===== config.mk =====
export PLATFORM = sky130hd
export DESIGN_NAME = dtree_feature_loader
export DESIGN_NICKNAME = d
export VERILOG_FILES = /design/src/rtl/dtree_pkg.sv /design/src/rtl/dtree_frame_fsm.sv /design/src/rtl/dtree_feature_loader.sv
export SDC_FILE = /design/constraint.sdc
export NUM_CORES = 1
export LEC_CHECK = 0
export BUFFER_PORTS_ARGS = -buffer_cell sky130_fd_sc_hd__buf_2
export CAP_MARGIN = 0
export CELL_PAD_IN_SITES_DETAIL_PLACEMENT = 0
export CELL_PAD_IN_SITES_GLOBAL_PLACEMENT = 1
export CORE_MARGIN = 10
export CORE_UTILIZATION = 25
export DETAILED_ROUTE_END_ITERATION = 12
export PLACE_DENSITY = 0.53
export SETUP_SLACK_MARGIN = 0.15
export SLEW_MARGIN = 5
export SYNTH_ARGS = -nofsm -noshare
export SYNTH_HDL_FRONTEND = slang
export SYNTH_HIERARCHICAL = 1
export SYNTH_SLANG_ARGS = --single-unit

===== constraint.sdc =====
create_clock -name clk -period 4.51 [get_ports clk]
set_input_delay 0.902 -clock clk [delete_from_list [all_inputs] [get_ports clk]]
set_output_delay 0.902 -clock clk [all_outputs]
set_load 0.01 [all_outputs]

===== src/rtl/dtree_pkg.sv =====
// Shared defaults and FSM state encoding for the decision-tree feature loader.
package dtree_pkg;

    localparam int N_FEAT_DEF  = 5;
    localparam int FEAT_W_DEF  = 8;
    localparam int CLASS_W_DEF = 5;
    localparam int CNT_W_DEF   = 16;

    typedef enum logic [1:0] {
        LOAD   = 2'd0,
        DROP   = 2'd1,
        EVAL   = 2'd2,
        RESULT = 2'd3
    } state_e;

endpackage


===== src/rtl/dtree_frame_fsm.sv =====
// Frame sequencer: tracks the byte index, detects short/long frames and owns both
// stream handshakes.
module dtree_frame_fsm
    import dtree_pkg::*;
#(
    parameter int N_FEAT = N_FEAT_DEF,
    parameter int IDX_W  = (N_FEAT > 1) ? $clog2(N_FEAT) : 1
) (
    input  logic             clk,
    input  logic             rst,
    input  logic             s_valid,
    input  logic             s_last,
    input  logic             m_ready,
    output logic             s_ready,
    output logic             m_valid,
    output logic             wr_en,
    output logic             eval_en,
    output logic             err,
    output logic [IDX_W-1:0] idx
);

    localparam logic [IDX_W-1:0] LAST_IDX = IDX_W'(N_FEAT - 1);

    state_e           state_r;
    state_e           state_nxt_s;
    logic [IDX_W-1:0] idx_r;
    logic [IDX_W-1:0] idx_nxt_s;
    logic             s_ready_r;
    logic             m_valid_r;
    logic             xfer_s;
    logic             wr_en_s;
    logic             err_s;

    assign xfer_s = s_valid & s_ready_r;

    // Next-state, index and error decode.
    always_comb begin
        state_nxt_s = state_r;
        idx_nxt_s   = idx_r;
        wr_en_s     = 1'b0;
        err_s       = 1'b0;
        case (state_r)
            LOAD: begin
                if (xfer_s) begin
                    wr_en_s = 1'b1;
                    if (s_last) begin
                        idx_nxt_s = '0;
                        if (idx_r == LAST_IDX) begin
                            state_nxt_s = EVAL;
                        end else begin
                            err_s = 1'b1;
                        end
                    end else if (idx_r == LAST_IDX) begin
                        err_s       = 1'b1;
                        idx_nxt_s   = '0;
                        state_nxt_s = DROP;
                    end else begin
                        idx_nxt_s = idx_r + IDX_W'(1);
                    end
                end else begin
                    idx_nxt_s = idx_r;
                end
            end
            DROP: begin
                if (xfer_s && s_last) begin
                    state_nxt_s = LOAD;
                    idx_nxt_s   = '0;
                end else begin
                    state_nxt_s = DROP;
                end
            end
            EVAL: begin
                state_nxt_s = RESULT;
            end
            RESULT: begin
                if (m_ready) begin
                    state_nxt_s = LOAD;
                    idx_nxt_s   = '0;
                end else begin
                    state_nxt_s = RESULT;
                end
            end
            default: begin
                state_nxt_s = LOAD;
                idx_nxt_s   = '0;
            end
        endcase
    end

    // State register; handshake flags are registered from the next state.
    always_ff @(posedge clk) begin
        if (rst) begin
            state_r   <= LOAD;
            idx_r     <= '0;
            s_ready_r <= 1'b1;
            m_valid_r <= 1'b0;
        end else begin
            state_r   <= state_nxt_s;
            idx_r     <= idx_nxt_s;
            s_ready_r <= (state_nxt_s == LOAD) || (state_nxt_s == DROP);
            m_valid_r <= (state_nxt_s == RESULT);
        end
    end

    assign s_ready = s_ready_r;
    assign m_valid = m_valid_r;
    assign wr_en   = wr_en_s;
    assign eval_en = (state_r == EVAL);
    assign err     = err_s;
    assign idx     = idx_r;

endmodule


===== src/rtl/dtree_feature_loader.sv =====
// Byte-serial feature loader in front of a combinational decision tree: assembles a
// frame onto a parallel bus, samples the tree's class and returns it as a result stream.
module dtree_feature_loader
    import dtree_pkg::*;
#(
    parameter int N_FEAT  = N_FEAT_DEF,
    parameter int FEAT_W  = FEAT_W_DEF,
    parameter int CLASS_W = CLASS_W_DEF,
    parameter int CNT_W   = CNT_W_DEF
) (
    input  logic                     clk,
    input  logic                     rst,
    input  logic                     s_valid,
    output logic                     s_ready,
    input  logic [FEAT_W-1:0]        s_data,
    input  logic                     s_last,
    output logic [N_FEAT*FEAT_W-1:0] feat_bus,
    input  logic [CLASS_W-1:0]       tree_class,
    output logic                     m_valid,
    input  logic                     m_ready,
    output logic [CLASS_W-1:0]       m_class,
    output logic                     err_frame,
    output logic [CNT_W-1:0]         frame_cnt,
    output logic [CNT_W-1:0]         err_cnt
);

    localparam int IDX_W = (N_FEAT > 1) ? $clog2(N_FEAT) : 1;

    logic [IDX_W-1:0]         idx_s;
    logic                     wr_en_s;
    logic                     eval_s;
    logic                     err_s;
    logic [N_FEAT*FEAT_W-1:0] feat_r;
    logic [CLASS_W-1:0]       m_class_r;
    logic                     err_frame_r;
    logic [CNT_W-1:0]         frame_cnt_r;
    logic [CNT_W-1:0]         err_cnt_r;

    dtree_frame_fsm #(
        .N_FEAT (N_FEAT),
        .IDX_W  (IDX_W)
    ) u_fsm (
        .clk     (clk),
        .rst     (rst),
        .s_valid (s_valid),
        .s_last  (s_last),
        .m_ready (m_ready),
        .s_ready (s_ready),
        .m_valid (m_valid),
        .wr_en   (wr_en_s),
        .eval_en (eval_s),
        .err     (err_s),
        .idx     (idx_s)
    );

    // Feature bank: rejected bytes of malformed frames land here too but are never sampled.
    always_ff @(posedge clk) begin
        if (rst) begin
            feat_r <= '0;
        end else begin
            for (int i = 0; i < N_FEAT; i++) begin
                if (wr_en_s && (idx_s == IDX_W'(i))) begin
                    feat_r[i*FEAT_W +: FEAT_W] <= s_data;
                end
            end
        end
    end

    // Class capture, error pulse and saturating counters.
    always_ff @(posedge clk) begin
        if (rst) begin
            m_class_r   <= '0;
            err_frame_r <= 1'b0;
            frame_cnt_r <= '0;
            err_cnt_r   <= '0;
        end else begin
            err_frame_r <= err_s;
            if (eval_s) begin
                m_class_r <= tree_class;
            end
            if (eval_s && !(&frame_cnt_r)) begin
                frame_cnt_r <= frame_cnt_r + CNT_W'(1);
            end
            if (err_s && !(&err_cnt_r)) begin
                err_cnt_r <= err_cnt_r + CNT_W'(1);
            end
        end
    end

    assign feat_bus  = feat_r;
    assign m_class   = m_class_r;
    assign err_frame = err_frame_r;
    assign frame_cnt = frame_cnt_r;
    assign err_cnt   = err_cnt_r;

endmodule


Word level (Yosys, flattened, before mapping)
Index checks and enable logic that the tools add are counted.
{ "totals": {"ff_bits": 85, "latch_bits": 0, "mem_bits_rw": 0, "rom_bits": 0, "inputBits": 18, "output_inout_bits": 80, "elab_cells": 67, "mem_count": 0} }
{ "op_classes": {"n_addsub": 3, "n_mul": 0, "div": 0, "order_cmp": 0, "n_eq_ne": 12, "shift": 0, "muxes": 20, "bitwise": 1, "n_reduce_logical": 18} }
{ "op_table": {"columns": ["operator", "count"], "rows": [
  ["adder 16 x 1 -> 16 bit, second input constant", 2],
  ["AND reduction 16 bit", 2],
  ["2-to-1 mux 3 bit", 5],
  ["2-to-1 mux 2 bit", 5],
  ["case mux 3 bit (3 select lines)", 1],
  ["logical AND 1 bit", 8],
  ["2-to-1 mux 1 bit", 8],
  ["case mux 2 bit (4 select lines)", 1],
  ["== test 2 bit, second input constant", 3],
  ["== test 3 x 2 -> 1 bit, second input constant", 2],
  ["== test 2 x 1 -> 1 bit, second input constant", 2],
  ["logical NOT 2 bit", 2],
  ["inequality test 2 x 1 -> 1 bit, second input constant", 2],
  ["AND reduction 4 bit", 1],
  ["adder 3 x 1 -> 3 bit, second input constant", 1],
  ["== test 3 x 1 -> 1 bit, second input constant", 1],
  ["== test 3 bit, second input constant", 1],
  ["logical NOT 3 bit", 1],
  ["nonzero test 3 bit", 1],
  ["logical NOT 1 bit", 2],
  ["inequality test 2 bit, second input constant", 1],
  ["AND 1 bit", 1],
  ["logical OR 1 bit", 1]
]} }

Longest topological paths before layout
{ "depth": {"ltp_word": 7, "depth_mapped": 9, "depth_no_buf": 9} }

Hierarchy
Netlist, hierarchy kept.
{ "modules_own_cells": {"columns": ["mod", "n_inst", "cells_each", "area_per_inst_um2", "seq_area_each_um2"], "rows": [
  ["dtree_feature_loader", 1, 393, 3241.9, 1561.5],
  ["dtree_frame_fsm", 1, 39, 384.1, 140.1]
]} }

Least setup slack after synthesis
No wires, ideal clock.
{ "synth_path": {"path_kind": "input port to flip-flop", "start": "input s_valid", "end": "register err_cnt_r[15] (netlist: err_cnt[15])", "setup_time_ps": 71, "t_arrival_ps": 2534, "t_required_ps": 4439, "path_slack_ps": 1906, "stages": 6, "path_buffers": 0, "cell_sequence": "and4bb_2 and2_1 nand3_1 or4_4 or4_1 a21oi_1"} }
{ "synth_via": {"elab_chain_len": 4} }
{ "synth_rtl": {"columns": ["item", "line_no", "source"], "rows": [
  ["start: declaration", "dtree_feature_loader.sv:13", "input logic s_valid,"],
  ["AND 1 bit", "dtree_frame_fsm.sv:34", "assign xfer_s = s_valid & s_ready_r;"],
  ["2-to-1 mux 1 bit", "dtree_frame_fsm.sv:44", "if (xfer_s) begin"],
  ["2-to-1 mux 1 bit", "dtree_frame_fsm.sv:42", "case (state_r)"],
  ["named net err_s", "dtree_feature_loader.sv:32", "logic err_s;"],
  ["logical AND 1 bit", "dtree_feature_loader.sv:84", "if (err_s && !(&err_cnt_r)) begin"],
  ["end signal: assignment", "dtree_feature_loader.sv:85", "err_cnt_r <= err_cnt_r + CNT_W'(1);"],
  ["end: declaration", "dtree_feature_loader.sv:37", "logic [CNT_W-1:0] err_cnt_r;"]
]} }
The timed path passes the listed nets, and every way through them passes these cells.
A chain may end at the register's enable or synchronous reset.

Final worst setup path
{ "layout_path": {"start": "register u_fsm.idx_r[0] (netlist: u_fsm/idx[0])", "end": "register err_cnt_r[15] (netlist: err_cnt[15])"} }
{ "layout_via": {"elab_chain_len": 6, "word_cells_on_any_way": 7, "cone_classes": "1 x eq/ne; 5 x mux; 1 x reduce/logical"} }
{ "layout_rtl": {"columns": ["item", "line_no", "source"], "rows": [
  ["start: declaration", "dtree_frame_fsm.sv:26", "logic [IDX_W-1:0] idx_r;"],
  ["start signal: assignment", "dtree_frame_fsm.sv:99", "idx_r <= idx_nxt_s;"],
  ["== test 3 bit *", "dtree_frame_fsm.sv:48, dtree_frame_fsm.sv:53", null],
  ["2-to-1 mux 1 bit (on tied branches)", "dtree_frame_fsm.sv:53, dtree_frame_fsm.sv:48", null],
  ["2-to-1 mux 1 bit *", "dtree_frame_fsm.sv:46", "if (s_last) begin"],
  ["2-to-1 mux 1 bit *", "dtree_frame_fsm.sv:44", null],
  ["2-to-1 mux 1 bit *", "dtree_frame_fsm.sv:42", null],
  ["named net err_s", "dtree_feature_loader.sv:32", null],
  ["logical AND 1 bit *", "dtree_feature_loader.sv:84", null]
]} }
The timed path passes the listed nets; every way through them passes the cells marked *.

==> reports/qor.txt <==
PortBufs: 97
Initial Utilization: 25.8%
final wirelength: 11200 microns
first-pass GRT wire length: 18000 microns
Hold WC Path Type: flop to flop
antenna-violating nets left: 0
worst r2r path cells: 9
R2R Setup Slk: 1.82 ns
CP arrival: 2.96 ns
critical path data required time: 4.78 ns
Seq. cell area: 1700 sq um
post-CTS sizing: 0
Slew HR: 24.7%
Post-Syn Area: 3630 sq um
Hold Crit Depth: 2
VDD IR max: 185 uV
layout cells sized above 1: 23.8%
clock slew at reported path FFs: 0.06 ns
register area share after synthesis: 46.9%
CTS tree: done
largest cells by area after synthesis: dfxtp_1 (47%), nand2_1 (9.5%), a21oi_1 (8.7%), mux2i_1 (2.5%), nor2_1 (2.3%)
H-Tree Depth: 3
setup bufs post-CTS: 0
ant diodes: 0
Cells after Synth: 432
multi-input combinational cell area: 1830 sq um
fmax: 372 MHz
Max Slew Vio Count: 0
min Tclk post-route: 2.69 ns
most common cell after layout, fill and taps aside: buf_2
multiplexer share of the synthesized area: 3.42%
Sink Count: 85
Die Ht: 140 microns
Post-Synth Simple-Gate Area: 28.8%
Die X-Extent: 140 microns
top cell type by total area after synthesis: dfxtp_1
Vias: 3388
post-synthesis adder-cell area fraction: 1.38%
Netlist cell types: 46
post-synthesis compound-gate area fraction: 16.4%
Hold Path Sink: feat_bus[3]$_SDFFE_PP0P_
placed wire-length estimate: 8220 microns
root buffer cell: clkbuf_16
placed insts: 693
number of enable flip-flop cells after synthesis: 0
Worst-Skew Late Latency: 0.35 ns
fin crit share: 59.6%
min-delay src: feat_bus[3]$_SDFFE_PP0P_
initial DRC count: 175
Yosys top cell area share: 46.9%
power density cells: 374 nW/um^2
Max Buffers Root-to-Sink: 2
Pleak: 1.83 nW
total CTS buffers: 9
CP Launch Type: flop
Crit. End Element: flop
YS warnings: 6
grt total ovfl: 0
pin count of the biggest net entering global routing: 56
routed vias/inst: 4.78
GP Congestion: 0.769
Core Box Area: 14000 sq um
Synth Net Count: 454
asr flop ratio synth: 0%
Total Routing Usage GR: 11.3%
worst slew pin tran: 1.12 ns
worst r2r src: u_fsm/idx[0]$_SDFFE_PP0P_
post-synthesis register bit count: 85
unrepaired setup endpoints after global routing: false
total power: 1.74 mW
Final Util: 33.1%
crit path kind: flop to flop
Worst Clk Skew: 0.00887 ns
Post-CTS Hold Buffers: 0
Syn-to-layout area delta: 28.1%
reg-to-reg endpoint: err_cnt[15]$_SDFFE_PP0P_
iteration count of the initial detailed-routing pass: 4
post-route insts no fill: 709
critical-path maximum fanout: 11
largest family of logic cells by synthesized area: simple AND/OR/NAND/NOR gates
# nets final: 546
status: finished clean
Avg Cell Area, Syn: 8.39 sq um
DRC Markers: 0
# fillers: 1513
Fin. Hold Viols: 0
Setup TNS: 0 ns
Ports: 98
XOR/XNOR Fraction of Synth Area: 0.483%
Synth Flop Type: dfxtp_1
routed wire length per instance: 15.9 microns
Max Cap Violations: 0
vias in the first global route: 3325
commonest cells after routing, fill and taps aside: buf_2 (97), nand2_1 (92), dfxtp_1 (85), a21oi_1 (63), nor2_1 (22)
setup violators final: 0
DIE AREA: 19700 sq um
row count: 43
initial antenna violation count: 0
==> through the flow <==
stage | instance area (sq um) | setup slack, ns | hold slack [ns]
finish | 4640 | 1.82 | 0.451
global route | 4640 | 1.57 | 0.465
CTS | 4640 | 1.79 | 0.456
detailed placement | 4280 | 1.60 | 0.448
global placement | 4280 | 1.64 | 0.440
floorplan | 3630 | 1.91 | 0.481
==> synthesized netlist by cell type, types with 2 or more instances <==
cell / instances
nand2_1: 92
dfxtp_1: 85
a21oi_1: 63
nor2_1: 22
clkbuf_1: 18
nand4_1: 12
or3_1: 10
mux2i_1: 9
nand3_1: 9
o21ai_0: 9
nor3_1: 8
o31ai_1: 8
or4_1: 8
inv_1: 7
nor2b_1: 7
and3_1: 6
nand2b_1: 6
a211oi_1: 4
and2_1: 4
and4_1: 4
ha_1: 4
a31oi_1: 3
and3b_1: 3
mux2_2: 3
nor4_1: 3
a311oi_1: 2
a31o_2: 2
nand3b_1: 2
xnor2_1: 2
==> state kept, by name (all words and copies together) (netlist names) <==
register       count
feat_bus          40
err_cnt           16
frame_cnt         16
m_class            5
u_fsm/idx          3
u_fsm/state_r      2
err_frame          1
u_fsm/m_valid      1
u_fsm/s_ready      1
==> per-layer routing <==
| metal | track usage, % | routed length [microns] |
|---|---|---|
| met5 | 0 | 0 |
| met4 | 3.04 | 121 |
| met3 | 4.46 | 611 |
| met2 | 17.3 | 5070 |
| met1 | 14.3 | 5440 |
==> worst max-delay path by stage <==
stage                              start                  endpoint  slack, ns  depth (start not counted)
6_report       u_fsm/idx[0]$_SDFFE_PP0P_  err_cnt[15]$_SDFFE_PP0P_       1.82                          9
4_1_cts        u_fsm/idx[0]$_SDFFE_PP0P_  err_cnt[15]$_SDFFE_PP0P_       1.79                          9
2_1_floorplan                    s_valid  err_cnt[15]$_SDFFE_PP0P_       1.91                          6
5_1_grt        u_fsm/idx[0]$_SDFFE_PP0P_  err_cnt[15]$_SDFFE_PP0P_       1.57                          9
3_5_place_dp                     s_valid  err_cnt[15]$_SDFFE_PP0P_       1.60                          7
3_3_place_gp                     s_valid  err_cnt[15]$_SDFFE_PP0P_       1.64                          7
==> worst max-delay path: stages (launching register included) <==
cell and delay [ns]:
dfxtp_1 0.49, inv_1 0.08, ha_1 0.27, nand2_1 0.10
xnor2_1 0.10, and2_1 0.27, nand3_1 0.19, or4_4 0.53
or4_1 0.41, a21oi_1 0.15
==> power by group <==
part	switching (mW)	internal, mW
logic	0.0516	0.0263
clock network	0.305	0.587
registers	0.00764	0.760
total	0.365	1.37
==> logic make-up after synthesis <==
family | after synthesis
AND/OR/NAND/NOR | 203
AO/OA/AOI/OAI | 101
adder cells (fa/ha/maj) | 4
multiplexers | 12
flip-flops | 85
buffers and inverters | 25
XOR/XNOR | 2
==> layout make-up <==
type	instances	share of cell area, %
inverters	7	0.566
clock buffers	13	5.82
well taps	180	4.85
clock inverters	3	1.94
flip-flops and latches	85	36.6
repair buffers	99	10.8
multi-input cells	322	39.4
(Power assumes the default switching activity.)
